## config.mk

```make
export PLATFORM = sky130hd
export DESIGN_NAME = lock_sequencer_flat
export DESIGN_NICKNAME = d
export VERILOG_FILES = /design/src/rtl/lock_sequencer_pkg.sv /design/src/rtl/lock_sequencer_if.sv /design/src/rtl/lock_timer.sv /design/src/rtl/lock_sequencer.sv /design/src/flat_wrapper.sv
export SDC_FILE = /design/constraint.sdc
export NUM_CORES = 1
export LEC_CHECK = 0
export BUFFER_PORTS_ARGS = -buffer_cell sky130_fd_sc_hd__buf_4
export CORE_MARGIN = 3
export CORE_UTILIZATION = 45
export DETAILED_ROUTE_END_ITERATION = 6
export PLACE_DENSITY = 0.65
export SLEW_MARGIN = 15
export SYNTH_ARGS = -nofsm -noshare
export SYNTH_HDL_FRONTEND = slang
export SYNTH_SLANG_ARGS = --single-unit
```

## constraint.sdc

```tcl
create_clock -name clk -period 2.6 [get_ports clk]
set_input_delay 0.52 -clock clk [delete_from_list [all_inputs] [get_ports clk]]
set_output_delay 0.52 -clock clk [all_outputs]
set_load 0.005 [all_outputs]
```

## src/rtl/lock_sequencer_pkg.sv

```systemverilog
// Shared types and helpers for the lock sequencer.
// Holds the FSM state encoding and the counter width helpers.
package lock_sequencer_pkg;

    typedef enum logic [2:0] {
        ST_IDLE        = 3'd0,
        ST_STORE_ENTRY = 3'd1,
        ST_INPUT_ENTRY = 3'd2,
        ST_COMPARE     = 3'd3,
        ST_WAIT_RESULT = 3'd4,
        ST_UNLOCKED    = 3'd5,
        ST_LOCKOUT     = 3'd6
    } state_t;

    function automatic int cmax(input int a, input int b);
        return (a > b) ? a : b;
    endfunction

    // Bits needed to hold the values 0..n.
    function automatic int cnt_w(input int n);
        return (n < 2) ? 1 : $clog2(n + 1);
    endfunction

endpackage

```

## src/rtl/lock_sequencer_if.sv

```systemverilog
// Button/result inputs and strobe/status outputs of the lock sequencer.
// master: button and checker side. slave: the sequencer.
interface lock_sequencer_if
    import lock_sequencer_pkg::*;
#(
    parameter int PW_LEN    = 4,
    parameter int MAX_FAILS = 3
);

    logic                           store_btn;
    logic                           input_btn;
    logic                           submit_btn;
    logic                           correct_password;
    logic                           invalid_password;
    logic                           store_value;
    logic                           input_value;
    logic                           input_reset;
    logic                           compare;
    logic                           unlock;
    logic                           sleep;
    logic [cnt_w(PW_LEN)-1:0]       digit_count;
    logic [cnt_w(MAX_FAILS)-1:0]    fail_count;

    modport master (
        output store_btn, input_btn, submit_btn,
        output correct_password, invalid_password,
        input  store_value, input_value, input_reset, compare,
        input  unlock, sleep, digit_count, fail_count
    );

    modport slave (
        input  store_btn, input_btn, submit_btn,
        input  correct_password, invalid_password,
        output store_value, input_value, input_reset, compare,
        output unlock, sleep, digit_count, fail_count
    );

endinterface

```

## src/rtl/lock_timer.sv

```systemverilog
// Loadable down-counter shared by the result, lockout and relock timers.
// Ports: clk, rst (async high), i_load, i_value, o_expired (count is zero).
module lock_timer #(
    parameter int W = 8
) (
    input  logic         clk,
    input  logic         rst,
    input  logic         i_load,
    input  logic [W-1:0] i_value,
    output logic         o_expired
);

    logic [W-1:0] r_cnt;

    always_ff @(posedge clk or posedge rst) begin
        if (rst) begin
            r_cnt <= '0;
        end else if (i_load) begin
            r_cnt <= i_value;
        end else if (r_cnt != '0) begin
            r_cnt <= r_cnt - 1'b1;
        end
    end

    assign o_expired = (r_cnt == '0);

endmodule

```

## src/rtl/lock_sequencer.sv

```systemverilog
// Sequencer for the code checker: button edges -> strobes, fail count,
// timed lockout and unlock. Ports: clk, system_reset (async high),
// bus (lock_sequencer_if.slave). Macro LOCK_AUTO_RELOCK_EN enables
// automatic relock after RELOCK_CYCLES without a button edge.
module lock_sequencer
    import lock_sequencer_pkg::*;
#(
    parameter int PW_LEN         = 4,
    parameter int MAX_FAILS      = 3,
    parameter int LOCK_CYCLES    = 50_000_000,
    parameter int RESULT_TIMEOUT = 16,
    parameter int RELOCK_CYCLES  = 250_000_000
) (
    input  logic           clk,
    input  logic           system_reset,
    lock_sequencer_if.slave bus
);

    localparam int DCW = cnt_w(PW_LEN);
    localparam int FCW = cnt_w(MAX_FAILS);
    localparam int TW  = cnt_w(cmax(cmax(LOCK_CYCLES, RESULT_TIMEOUT),
                                    RELOCK_CYCLES));

    localparam logic [DCW-1:0] DC_FULL  = DCW'(PW_LEN);
    localparam logic [FCW-1:0] FC_MAX   = FCW'(MAX_FAILS);
    // Timers load N-1 so the state lasts exactly N cycles.
    localparam logic [TW-1:0]  T_RESULT = TW'(RESULT_TIMEOUT - 1);
    localparam logic [TW-1:0]  T_LOCK   = TW'(LOCK_CYCLES - 1);
    localparam logic [TW-1:0]  T_RELOCK = TW'(RELOCK_CYCLES - 1);

    state_t         r_state;
    state_t         w_state_nxt;
    logic [DCW-1:0] r_dc;
    logic [DCW-1:0] w_dc_nxt;
    logic [FCW-1:0] r_fc;
    logic [FCW-1:0] w_fc_nxt;
    logic [FCW-1:0] w_fc_inc;
    logic           r_pw_set;
    logic           w_pw_set_nxt;

    logic r_sto_q;
    logic r_inp_q;
    logic r_sub_q;
    logic r_sto_edge;
    logic r_inp_edge;
    logic r_sub_edge;

    logic w_sto;
    logic w_inp;
    logic w_sub;
    logic w_fail;

    logic          w_load;
    logic [TW-1:0] w_tval;
    logic          w_expired;

    logic w_store_value;
    logic w_input_value;
    logic w_input_reset;
    logic w_compare;
    logic w_unlock;
    logic w_sleep;

    lock_timer #(
        .W (TW)
    ) u_timer (
        .clk       (clk),
        .rst       (system_reset),
        .i_load    (w_load),
        .i_value   (w_tval),
        .o_expired (w_expired)
    );

    // One winning edge per cycle: submit > input > store.
    assign w_sub = r_sub_edge;
    assign w_inp = r_inp_edge & ~r_sub_edge;
    assign w_sto = r_sto_edge & ~r_inp_edge & ~r_sub_edge;

    assign w_fc_inc = (r_fc == FC_MAX) ? FC_MAX : r_fc + 1'b1;
    // Invalid overrides a simultaneous correct.
    assign w_fail   = bus.invalid_password |
                      (w_expired & ~bus.correct_password);

    always_ff @(posedge clk or posedge system_reset) begin
        if (system_reset) begin
            r_state    <= ST_IDLE;
            r_dc       <= '0;
            r_fc       <= '0;
            r_pw_set   <= 1'b0;
            r_sto_q    <= 1'b0;
            r_inp_q    <= 1'b0;
            r_sub_q    <= 1'b0;
            r_sto_edge <= 1'b0;
            r_inp_edge <= 1'b0;
            r_sub_edge <= 1'b0;
        end else begin
            r_state    <= w_state_nxt;
            r_dc       <= w_dc_nxt;
            r_fc       <= w_fc_nxt;
            r_pw_set   <= w_pw_set_nxt;
            r_sto_q    <= bus.store_btn;
            r_inp_q    <= bus.input_btn;
            r_sub_q    <= bus.submit_btn;
            r_sto_edge <= bus.store_btn & ~r_sto_q;
            r_inp_edge <= bus.input_btn & ~r_inp_q;
            r_sub_edge <= bus.submit_btn & ~r_sub_q;
        end
    end

    always_comb begin
        w_state_nxt   = r_state;
        w_dc_nxt      = r_dc;
        w_fc_nxt      = r_fc;
        w_pw_set_nxt  = r_pw_set;
        w_store_value = 1'b0;
        w_input_value = 1'b0;
        w_input_reset = 1'b0;
        w_compare     = 1'b0;
        w_unlock      = 1'b0;
        w_sleep       = 1'b0;
        w_load        = 1'b0;
        w_tval        = '0;
        unique case (r_state)
            ST_IDLE: begin
                if (w_inp) begin
                    w_input_reset = 1'b1;
                    w_dc_nxt      = '0;
                    w_state_nxt   = ST_INPUT_ENTRY;
                end else if (w_sto && !r_pw_set) begin
                    // The entering edge is also the first digit.
                    w_store_value = 1'b1;
                    w_dc_nxt      = DCW'(1);
                    w_state_nxt   = ST_STORE_ENTRY;
                end
            end
            ST_STORE_ENTRY: begin
                if (r_dc == DC_FULL) begin
                    w_pw_set_nxt = 1'b1;
                    w_dc_nxt     = '0;
                    w_state_nxt  = ST_IDLE;
                end else if (w_sto) begin
                    w_store_value = 1'b1;
                    w_dc_nxt      = r_dc + 1'b1;
                end
            end
            ST_INPUT_ENTRY: begin
                if (w_sub) begin
                    if (r_dc == DC_FULL) begin
                        w_state_nxt = ST_COMPARE;
                    end else begin
                        w_input_reset = 1'b1;
                        w_dc_nxt      = '0;
                    end
                end else if (w_inp && r_dc < DC_FULL) begin
                    w_input_value = 1'b1;
                    w_dc_nxt      = r_dc + 1'b1;
                end
            end
            ST_COMPARE: begin
                w_compare   = 1'b1;
                w_load      = 1'b1;
                w_tval      = T_RESULT;
                w_state_nxt = ST_WAIT_RESULT;
            end
            ST_WAIT_RESULT: begin
                if (w_fail) begin
                    w_fc_nxt = w_fc_inc;
                    w_dc_nxt = '0;
                    if (w_fc_inc == FC_MAX) begin
                        w_load      = 1'b1;
                        w_tval      = T_LOCK;
                        w_state_nxt = ST_LOCKOUT;
                    end else begin
                        w_state_nxt = ST_IDLE;
                    end
                end else if (bus.correct_password) begin
                    w_fc_nxt    = '0;
                    w_load      = 1'b1;
                    w_tval      = T_RELOCK;
                    w_state_nxt = ST_UNLOCKED;
                end
            end
            ST_UNLOCKED: begin
                w_unlock = 1'b1;
                if (w_sub) begin
                    w_dc_nxt    = '0;
                    w_state_nxt = ST_IDLE;
                end else if (w_sto) begin
                    w_store_value = 1'b1;
                    w_dc_nxt      = DCW'(1);
                    w_state_nxt   = ST_STORE_ENTRY;
                end
`ifdef LOCK_AUTO_RELOCK_EN
                else if (w_inp) begin
                    w_load = 1'b1;
                    w_tval = T_RELOCK;
                end else if (w_expired) begin
                    w_dc_nxt    = '0;
                    w_state_nxt = ST_IDLE;
                end
`else
`endif
            end
            ST_LOCKOUT: begin
                w_sleep = 1'b1;
                if (w_expired) begin
                    w_fc_nxt    = '0;
                    w_dc_nxt    = '0;
                    w_state_nxt = ST_IDLE;
                end
            end
            default: begin
                w_state_nxt = ST_IDLE;
            end
        endcase
    end

    assign bus.store_value = w_store_value;
    assign bus.input_value = w_input_value;
    assign bus.input_reset = w_input_reset;
    assign bus.compare     = w_compare;
    assign bus.unlock      = w_unlock;
    assign bus.sleep       = w_sleep;
    assign bus.digit_count = r_dc;
    assign bus.fail_count  = r_fc;

endmodule

```

## src/flat_wrapper.sv

```systemverilog
// flat-port wrapper written by rule: the top's interface ports become plain ports
module lock_sequencer_flat import lock_sequencer_pkg::*;
#(
    parameter int PW_LEN         = 4,
    parameter int MAX_FAILS      = 3,
    parameter int LOCK_CYCLES    = 50_000_000,
    parameter int RESULT_TIMEOUT = 16,
    parameter int RELOCK_CYCLES  = 250_000_000
)
  (clk, system_reset, bus_store_btn, bus_input_btn, bus_submit_btn, bus_correct_password, bus_invalid_password, bus_store_value, bus_input_value, bus_input_reset, bus_compare, bus_unlock, bus_sleep, bus_digit_count, bus_fail_count);
  lock_sequencer_if #(.PW_LEN(PW_LEN), .MAX_FAILS(MAX_FAILS)) bus_i ();
  input  logic clk;
  input  logic system_reset;
  input wire logic [$bits(bus_i.store_btn)-1:0] bus_store_btn;
  input wire logic [$bits(bus_i.input_btn)-1:0] bus_input_btn;
  input wire logic [$bits(bus_i.submit_btn)-1:0] bus_submit_btn;
  input wire logic [$bits(bus_i.correct_password)-1:0] bus_correct_password;
  input wire logic [$bits(bus_i.invalid_password)-1:0] bus_invalid_password;
  output wire logic [$bits(bus_i.store_value)-1:0] bus_store_value;
  output wire logic [$bits(bus_i.input_value)-1:0] bus_input_value;
  output wire logic [$bits(bus_i.input_reset)-1:0] bus_input_reset;
  output wire logic [$bits(bus_i.compare)-1:0] bus_compare;
  output wire logic [$bits(bus_i.unlock)-1:0] bus_unlock;
  output wire logic [$bits(bus_i.sleep)-1:0] bus_sleep;
  output wire logic [$bits(bus_i.digit_count)-1:0] bus_digit_count;
  output wire logic [$bits(bus_i.fail_count)-1:0] bus_fail_count;
  assign bus_i.store_btn = bus_store_btn;
  assign bus_i.input_btn = bus_input_btn;
  assign bus_i.submit_btn = bus_submit_btn;
  assign bus_i.correct_password = bus_correct_password;
  assign bus_i.invalid_password = bus_invalid_password;
  assign bus_store_value = bus_i.store_value;
  assign bus_input_value = bus_i.input_value;
  assign bus_input_reset = bus_i.input_reset;
  assign bus_compare = bus_i.compare;
  assign bus_unlock = bus_i.unlock;
  assign bus_sleep = bus_i.sleep;
  assign bus_digit_count = bus_i.digit_count;
  assign bus_fail_count = bus_i.fail_count;
  lock_sequencer #(.PW_LEN(PW_LEN), .MAX_FAILS(MAX_FAILS), .LOCK_CYCLES(LOCK_CYCLES), .RESULT_TIMEOUT(RESULT_TIMEOUT), .RELOCK_CYCLES(RELOCK_CYCLES)) u_core (.clk(clk), .system_reset(system_reset), .bus(bus_i));
endmodule
```

==> impl_metrics.toml, run 1 <==
[outcome]
run_status = "completed"

[routing]
routed-via-count = 2074
detail_route.first_pass.iterations = 5
final_antenna_net_count = 0
average_wire_length_per_cell_after_detail_routing_um = 14.7
drcViolationCount = 0
drt-initial-drc-count = 227
totalWireLength_um = 5370
drt-vias-per-instance = 5.68

[sta]
final.setup.tns_ns = 0
worst_hold_slack_ns = 0.336
grt_setup_unrepaired = "yes"
fin_crit_ns = 2.40
highest_clock_rate_ghz = 0.416
worst_slew_margin_rel = 0.511
finClkSkew_ns = 0.00781
setup-violations-final = 0
tightestPinTransition_ns = 0.728
final_hold_viol_count = 0
drv_slew = 0
layout_worst_path_cycle_share = 0.925

[synthesis]
synth-seq-cells = 43
synth_area_leader_cell = "dfrtp_1"
yosysSeqAreaShare = 0.431
synth_cell_types = 53
syn_inst = 273
netlist.area_leader.share = 0.431
postSynthNetCount = 283
post_synth_edffs = 0
synth_area_sq_um = 2500
synth_flop_cell = "dfrtp_1"
async_flop_share = 1.00
avgSynthCellArea_sq_um = 9.15
post_synth_main_area_contributors = "dfrtp_1 (43%), xnor2_1 (5.3%), nor2_1 (4.2%), o21ai_0 (3.6%), nand2_1 (3.5%)"
yosys_warnings = 0

[final_layout]
diodes = 0
filler_cell_count = 486
final_net_count = 304
final_layout_size_suffix_gt1_frac = 0.166
final_common_cell = "dfrtp_1"
area_growth_syn_to_layout_pct = 13.3
most_frequent_cells_in_the_layout = "dfrtp_1 (43), nor2_1 (28), buf_4 (24)"

[floorplanning]
coreArea_sq_um = 5240
die-width_um = 80.5
core.rowCount = 26
initial_core_util = 0.477
fp.dieH_um = 80.5
die_area_sq_um = 6480
io_pins = 18

[clock_tree]
cts_num_sinks = 43
clock_path_buffers = 2
clock_tree.root_cell = "clkbuf_8"
tritoncts = "done"
clk_transition_reported_paths_ns = 0.08
cts_made_buffers = 5
clock_insertion_delay_worst_skew_ns = 0.30
cts.repair_timing.setup_buffer_count = 0
h-tree-depth = 2

[pwr]
p_leak_nw = 1.18
p_per_area_nw_per_um2 = 1030
power.total_mw = 2.92
worst_ir_drop_vdd_mv = 0.445

[critical_path]
path_max_fanout = 6
setup.worst_path.class = "flip-flop to flip-flop"
cp.required_ns = 2.82
worstSetupEndpointType = "flip-flop"
worst-endpoint-arrival_ns = 2.62
setup.worst_path.start_class = "flip-flop"

[place]
portBuffers = 17
gpl.final_weighted_congestion = 0.879
detailed_place_hpwl_um = 3930

[global_routing]
grt_resource_usage_total = 0.186
grt_antenna_before_repair = 0
first_global_vias = 2020
grt_max_degree = 44
grt_pass1_wl_um = 9470
gr-total-overflow = 0

[worst_hold_path]
hold_class = "input pin to async pin"

[flow_run]
drv_cap = 0
## registers in the layout, indices dropped and copies added (netlist names)
| register | cells |
|---|---|
| u_core.bus.digit_count | 3 |
| u_core.bus.fail_count | 2 |
| u_core.r_inp_edge | 1 |
| u_core.r_inp_q | 1 |
| u_core.r_pw_set | 1 |
| u_core.r_state | 3 |
| u_core.r_sto_edge | 1 |
| u_core.r_sto_q | 1 |
| u_core.r_sub_edge | 1 |
| u_core.r_sub_q | 1 |
| u_core.u_timer.r_cnt | 28 |
## cells in the mapped netlist, drive strengths merged (7+ instances only)
| cell | instances |
|---|---|
| a21oi | 17 |
| clkbuf | 7 |
| dfrtp | 43 |
| inv | 12 |
| nand2 | 23 |
| nand2b | 7 |
| nor2 | 29 |
| nor2b | 7 |
| nor3 | 14 |
| o21ai | 20 |
| or3 | 11 |
| xnor2 | 15 |
| xor2 | 9 |
## where the power goes
part	internal (mW)	total, mW	switching (mW)
logic	0.569	1.22	0.647
clock network	0.242	0.474	0.232
registers	0.914	1.23	0.317
total	1.72	2.92	1.20
## path summary, 6_finish.rpt
kind / depth (start not counted) / endpoint / startpoint / slack, ns
max in group asynchronous: 3 / u_core.r_state[0] / system_reset / 1.89
max: 9 / u_core.bus.digit_count[0] / u_core.u_timer.r_cnt[0] / 0.20
max reg2reg: 9 / u_core.bus.digit_count[0] / u_core.u_timer.r_cnt[0] / 0.20
min reg2reg: 1 / u_core.r_sto_edge / u_core.r_sto_q / 0.40
min in group clk: 1 / u_core.r_sub_q / bus_submit_btn / 0.34
min: 3 / u_core.r_sub_q / system_reset / 0.34
## routing by layer
metal,share of wire,routed length [um],GRT usage,vias up
met2,0.46,2480,0.295,50
met3,0.041,218,0.0280,7
li1,-,-,-,1011
met1,0.48,2600,0.260,1006
met4,0.013,72,0.0608,0
met5,0,0,0,-
## repair_timing
action | 4_1_cts | 5_1_grt
gates resized for setup | 0 | 2
hold endpoints to repair | 0 | 0
setup endpoints to repair | 0 | 3
hold buffers | 0 | 0
## cells by family after synthesis
| kind of cell | Yosys count | synth area share |
|---|---|---|
| buffers and inverters | 22 | 0.0356 |
| XOR/XNOR | 24 | 0.0841 |
| multiplexers | 4 | 0.0165 |
| adder cells (fa/ha/maj) | 3 | 0.0150 |
| AO/OA/AOI/OAI | 59 | 0.156 |
| AND/OR/NAND/NOR | 118 | 0.262 |
| flip-flops | 43 | 0.431 |
## final cells by class
class,count,area (sq um),area share
Inverter,12,45.0,0.0159
Multi-Input combinational cell,208,1340,0.473
Timing Repair Buffer,24,180,0.0636
Tap cell,70,87.6,0.0309
Clock inverter,1,7.51,0.00265
Sequential cell,43,1080,0.380
Clock buffer,7,96.3,0.0340
## per-stage QoR
stage | std cells | utilization | setup WS [ns] | instance area (sq um)
after global placement | 357 | 0.520 | 0.248 | 2720
after floorplan | 273 | - | 0.350 | 2500
final | 365 | 0.541 | 0.196 | 2830
after CTS | 365 | 0.540 | 0.129 | 2830
after global routing | 365 | 0.541 | -0.00610 | 2830
after detailed placement | 357 | 0.520 | 0.170 | 2720
## worst max-delay path, cell delays in order, from the launching register on
cell	delay [ns]
dfrtp_1	0.38
inv_1	0.08
ha_1	0.18
or4b_4	0.50
nor2_4	0.17
buf_4	0.16
a41oi_2	0.17
and2_4	0.23
nor3_4	0.24
mux2i_1	0.21
(Power assumes the default switching activity.)
==> run 2: changes to the inputs <==
--- a/config.mk
+++ b/config.mk
@@ -5,12 +5,13 @@
 export SDC_FILE = /design/constraint.sdc
 export NUM_CORES = 1
 export LEC_CHECK = 0
-export BUFFER_PORTS_ARGS = -buffer_cell sky130_fd_sc_hd__buf_4
+export ABC_AREA = 1
 export CORE_MARGIN = 3
 export CORE_UTILIZATION = 45
 export DETAILED_ROUTE_END_ITERATION = 6
-export PLACE_DENSITY = 0.65
-export SLEW_MARGIN = 15
+export DONT_BUFFER_PORTS = 1
+export PLACE_DENSITY = 0.63
+export SLEW_MARGIN = 20
 export SYNTH_ARGS = -nofsm -noshare
 export SYNTH_HDL_FRONTEND = slang
 export SYNTH_SLANG_ARGS = --single-unit
==> run 2 against run 1 <==
  * Flip-flop and latch count unchanged
  * Largest cell class unchanged
  * Utilization down 3.6 points
  * Largest power group is now combinational cells
  * Hold slack worse by 0.098 ns
  * Die area up 8.0%
  * Routed wire length up 12%
  * Clock-buffer cell count down 1
==> impl_metrics.toml, run 2 <==
[final_layout]
register_area_sq_um = 1080
final_net_count = 381
most_frequent_cells_in_the_layout = "nand2_1 (79), nor2_1 (53), inv_1 (51)"
registers.top_by_ff_count = "u_core.u_timer.r_cnt"
final_layout_size_suffix_gt1_frac = 0.108
largest_reg_flops = 28
final_design_area_no_fill_sq_um = 2870
diodes = 0
final_common_cell = "nand2_1"
area_taken_by_multi_input_logic_gates_sq_um = 1360
area_growth_syn_to_layout_pct = 5.53
filler_cell_count = 564

[synthesis]
synth_cell_types = 34
synth_area_sq_um = 2720
yosysSeqAreaShare = 0.396
synth-seq-cells = 43
synth_area_leader_cell = "dfrtp_1"
post_synth_edffs = 0
syn_inst = 367
post_synth_main_area_contributors = "dfrtp_1 (40%), nand2_1 (11%), nor2_1 (7.3%), inv_1 (7.2%), xor2_1 (6.5%)"
synthTopCellsByCount = "nand2_1 (79), nor2_1 (53), inv_1 (52)"
avgSynthCellArea_sq_um = 7.40
yosys_warnings = 0
yosys.cell_count.top_type = "nand2_1"
postSynthNetCount = 377
netlist.area_leader.share = 0.396
async_flop_share = 1.00
synth_flop_cell = "dfrtp_1"

[routing]
drt-initial-drc-count = 101
drt-vias-per-instance = 5.12
average_wire_length_per_cell_after_detail_routing_um = 13.5
totalWireLength_um = 6010
detail_route.first_pass.iterations = 4
final_antenna_net_count = 0
routed-via-count = 2275
drcViolationCount = 0

[clock_tree]
cts_made_buffers = 5
post_cts.resized_instances = 0
tritoncts = "done"
clk_transition_reported_paths_ns = 0.08
clock_insertion_delay_worst_skew_ns = 0.29
cts.repair_timing.setup_buffer_count = 0
cts_hold_repair.buffers = 0
clock_tree.root_cell = "clkbuf_8"
cts_num_sinks = 43
clock_path_buffers = 2
h-tree-depth = 2

[critical_path]
r2r_cells = 13
worst-endpoint-arrival_ns = 2.42
setup.worst_path.class = "flip-flop to flip-flop"
path_max_fanout = 23
setup.worst_path.start_class = "flip-flop"
cp.required_ns = 2.79
worstSetupEndpointType = "flip-flop"

[global_routing]
grt_pass1_wl_um = 10700
grt_max_degree = 44
grt_resource_usage_total = 0.184
gr-total-overflow = 0
first_global_vias = 2298
grt_antenna_before_repair = 0

[sta]
setup-violations-final = 0
worst_slew_margin_rel = 0.630
tightestPinTransition_ns = 0.554
final_hold_viol_count = 0
highest_clock_rate_ghz = 0.450
drv_slew = 0
fin_crit_ns = 2.22
grt_setup_unrepaired = "no"
final.setup.tns_ns = 0
layout_worst_path_cycle_share = 0.854
finClkSkew_ns = 0.00400

[floorplanning]
initial_core_util = 0.478
fp.dieH_um = 83.7
die_area_sq_um = 7000
io_pins = 18
core.rowCount = 27
die-width_um = 83.7
coreArea_sq_um = 5680

[place]
portBuffers = 0
gpl.final_weighted_congestion = 0.856
placement.cell_area_sq_um = 2780
detailed_place_hpwl_um = 4530

[worst_hold_path]
hold_class = "input pin to async pin"

[pwr]
worst_ir_drop_vdd_mv = 0.440
power.total_mw = 3.05
p_leak_nw = 1.49
p_per_area_nw_per_um2 = 1060

[outcome]
run_status = "completed"

[flow_run]
drv_cap = 0
==> run 2: cell types whose count changed after synthesis, sizes merged, moves of 6 or more <==
cell | previous run | this run
nand2 | 23 | 85
inv | 12 | 62
nand3 | 6 | 38
nor2 | 29 | 57
a21oi | 17 | 4
xnor2 | 15 | 3
or3 | 11 | 0
xor2 | 9 | 20
nor3 | 14 | 5
o31ai | 2 | 11
nand2b | 7 | 0
nor2b | 7 | 0
clkbuf | 7 | 1
nor4 | 6 | 0
==> run 2: final timing paths <==
path                            slack (ns)                    start                  endpoint
worst max-delay path                  0.38  u_core.u_timer.r_cnt[0]  u_core.u_timer.r_cnt[26]
worst min register to register        0.39           u_core.r_sub_q         u_core.r_sub_edge
worst min-delay path                  0.24             system_reset  u_core.bus.fail_count[1]
worst max register to register        0.38  u_core.u_timer.r_cnt[0]  u_core.u_timer.r_cnt[26]
min in group clk                      0.25           bus_submit_btn            u_core.r_sub_q
max in group asynchronous             1.99             system_reset  u_core.u_timer.r_cnt[22]
==> run 2: stage by stage <==
| stage | utilization | hold WS [ns] | setup WS [ns] | instances |
|---|---|---|---|---|
| 6_report | 0.505 | 0.238 | 0.379 | 444 |
| 3_5_place_dp | 0.490 | 0.387 | 0.404 | 436 |
| 3_3_place_gp | 0.490 | 0.378 | 0.509 | 436 |
| 2_1_floorplan | - | 0.376 | 0.768 | 367 |
| 4_1_cts | 0.505 | 0.232 | 0.376 | 444 |
| 5_1_grt | 0.505 | 0.230 | 0.137 | 444 |
==> run 2: kinds of logic after synthesis <==
logic type	count (synthesis)	synth area share
flip-flops	43	0.396
AND/OR/NAND/NOR	195	0.333
adder cells (fa/ha/maj)	3	0.0138
AO/OA/AOI/OAI	35	0.0797
buffers and inverters	68	0.103
XOR/XNOR	23	0.0742
==> run 2: per-layer routing <==
layer	up-vias	part of all wire	GRT usage	wire length (um)
li1	1163	-	-	-
met3	6	0.029	0.0267	175
met5	-	0	0	0
met2	34	0.46	0.291	2750
met4	0	0.012	0.0716	74
met1	1072	0.50	0.254	3010
==> run 2: critical path, cell delays in order (launching register included) <==
cell	delay, ns
dfrtp_1	0.36
inv_1	0.10
ha_1	0.24
nand2_2	0.10
inv_2	0.06
nand2_2	0.08
nor2_4	0.14
nand2_2	0.17
nand2_2	0.10
nand3_2	0.08
nand3_4	0.26
nand3_2	0.23
nand2_1	0.13
inv_1	0.04
==> run 2: layout make-up <==
type | instances | share of cell area
tap | 72 | 0.0314
inverter | 62 | 0.0812
clock buffer | 6 | 0.0253
multi-input combinational | 256 | 0.474
timing repair buffer | 3 | 0.00786
sequential | 43 | 0.376
clock inverter | 2 | 0.00437
==> run 2: where the power goes <==
part / switching, mW / internal [mW] / leakage, nW
sequential: 0.237 / 0.925 / 0.543
clock: 0.226 / 0.188 / 0.0412
combinational: 0.937 / 0.533 / 0.907
total: 1.40 / 1.65 / 1.49
==> run 3: changes to the inputs <==
--- a/config.mk
+++ b/config.mk
@@ -11,6 +11,7 @@
 export DETAILED_ROUTE_END_ITERATION = 6
 export DONT_BUFFER_PORTS = 1
 export PLACE_DENSITY = 0.63
+export REMOVE_ABC_BUFFERS = 1
 export SLEW_MARGIN = 20
 export SYNTH_ARGS = -nofsm -noshare
 export SYNTH_HDL_FRONTEND = slang
==> run 3 against run 2 <==
  * Final cell count rose by 0.23%
  * Hold slack lost 0.11 ns
  * Flip-flop and latch count unchanged
  * Clock-buffer cell count unchanged
  * Register-to-register slack barely moved
  * Clock power increased by 1%
==> impl_metrics.toml, run 3 (synthesized netlist as in run 2, its figures left out) <==
[outcome]
run_status = "completed"

[clock_tree]
h-tree-depth = 2
cts_hold_repair.buffers = 0
clock_insertion_delay_worst_skew_ns = 0.29
clock_path_buffers = 2
cts_num_sinks = 43
cts.repair_timing.setup_buffer_count = 0
tritoncts = "done"
post_cts.resized_instances = 0
clock_tree.root_cell = "clkbuf_8"
cts_made_buffers = 5
clk_transition_reported_paths_ns = 0.08

[pwr]
worst_ir_drop_vdd_mv = 0.438
p_per_area_nw_per_um2 = 1060
p_leak_nw = 1.50

[final_layout]
largest_reg_flops = 28
post-route-util = 0.506
final_net_count = 382
final_layout_size_suffix_gt1_frac = 0.110
area_growth_syn_to_layout_pct = 5.81
registers.top_by_ff_count = "u_core.u_timer.r_cnt"
diodes = 0
final_common_cell = "nand2_1"
most_frequent_cells_in_the_layout = "nand2_1 (79), nor2_1 (53), inv_1 (51)"

[sta]
final.setup.tns_ns = 0
grt_setup_unrepaired = "no"
finClkSkew_ns = 0.00614
fin_crit_ns = 2.22
tightestPinTransition_ns = 0.689
setup-violations-final = 0
final_hold_viol_count = 0
highest_clock_rate_ghz = 0.451
layout_worst_path_cycle_share = 0.852
worst_slew_margin_rel = 0.538
drv_slew = 0

[critical_path]
cells_along_the_critical_path = "inv_1 > ha_1 > nand2_2 > inv_2 > nand2_2 > nor2_4 > nand2_2 > nand2_2 > nand3_2 > nand3_4 > nand3_2 > nand2_1 > inv_1"
cp.required_ns = 2.79
setup.worst_path.start_class = "flip-flop"
setup.worst_path.class = "flip-flop to flip-flop"
critPathBufInv = 3
worst_path_largest_cell_delay_ns = 0.36
critical_path.slowest_cell = "dfrtp_1"
worst-endpoint-arrival_ns = 2.40
critical_path_most_common_cell = "nand2_2"
timing.critical_path.max_delay_family = "simple AND/OR/NAND/NOR gates"
worstSetupEndpointType = "flip-flop"
path_max_fanout = 23

[routing]
final_antenna_net_count = 0
routed-via-count = 2261
totalWireLength_um = 5840
detail_route.first_pass.iterations = 4
drt-initial-drc-count = 130
drt-vias-per-instance = 5.08
average_wire_length_per_cell_after_detail_routing_um = 13.1
drcViolationCount = 0

[worst_hold_path]
hold_class = "input pin to async pin"

[floorplanning]
die_area_sq_um = 7000
coreArea_sq_um = 5680
die-width_um = 83.7
core.rowCount = 27
fp.dieH_um = 83.7
io_pins = 18
initial_core_util = 0.478

[global_routing]
gr-total-overflow = 0
grt_max_degree = 24
grt_resource_usage_total = 0.176
first_global_vias = 2208
grt_pass1_wl_um = 10200
grt_antenna_before_repair = 0

[flow_run]
drv_cap = 0

[place]
portBuffers = 0
detailed_place_hpwl_um = 4560
gpl.final_weighted_congestion = 0.877
==> run 3: cell count changes in the layout (fill, tap and decap cells not counted), sizes merged <==
cell	delta
buf	+1
==> run 3: report_power, final <==
part | leakage (nW) | switching, mW | internal [mW]
sequential | 0.543 | 0.231 | 0.925
combinational | 0.911 | 0.922 | 0.535
clock | 0.0412 | 0.232 | 0.188
==> run 3: worst paths after layout <==
check,startpoint,depth (start not counted),slack [ns],endpoint
max,u_core.u_timer.r_cnt[0],13,0.38,u_core.u_timer.r_cnt[19]
min,system_reset,1,0.12,u_core.u_timer.r_cnt[1]
min in group clk,bus_store_btn,0,0.24,u_core.r_sto_q
min reg2reg,u_core.r_sto_q,1,0.40,u_core.r_sto_edge
max in group asynchronous,system_reset,2,1.90,u_core.u_timer.r_cnt[22]
max reg2reg,u_core.u_timer.r_cnt[0],13,0.38,u_core.u_timer.r_cnt[19]
==> run 3: through the flow <==
| step | instances | area, sq um | setup WS [ns] | hold slack [ns] | total power, mW |
|---|---|---|---|---|---|
| after global placement | 437 | 2790 | 0.493 | 0.379 | 2.61 |
| final | 445 | 2870 | 0.384 | 0.123 | 3.03 |
| after global routing | 445 | 2870 | 0.146 | 0.151 | 3.34 |
| after detailed placement | 437 | 2790 | 0.409 | 0.390 | 2.62 |
| after floorplan | 361 | 2670 | 0.681 | 0.376 | 2.30 |
| after CTS | 445 | 2870 | 0.390 | 0.142 | 3.05 |
==> run 3: worst reg2reg max path, stage by stage, from the launching register on <==
cell	delay [ns]
dfrtp_1	0.36
inv_1	0.10
ha_1	0.24
nand2_2	0.10
inv_2	0.06
nand2_2	0.08
nor2_4	0.14
nand2_2	0.17
nand2_2	0.11
nand3_2	0.08
nand3_4	0.25
nand3_2	0.24
nand2_1	0.13
inv_1	0.04
==> run 3: area by class of cell <==
cell class / count / area, sq um
timing repair buffer: 4 / 30.0
tap: 72 / 90.1
fill: 572 / 2800
clock inverter: 2 / 12.5
sequential: 43 / 1080
inverter: 62 / 233
clock buffer: 6 / 72.6
multi-input combinational: 256 / 1360
==> run 3: metal layers <==
layer / vias up / share of wire / global-route usage / wire (um)
li1: 1164 / - / - / -
met1: 1054 / 0.52 / 0.264 / 3030
met2: 39 / 0.43 / 0.261 / 2530
met3: 4 / 0.041 / 0.0365 / 238
met4: 0 / 0.0075 / 0.0351 / 44
met5: - / 0 / 0 / 0
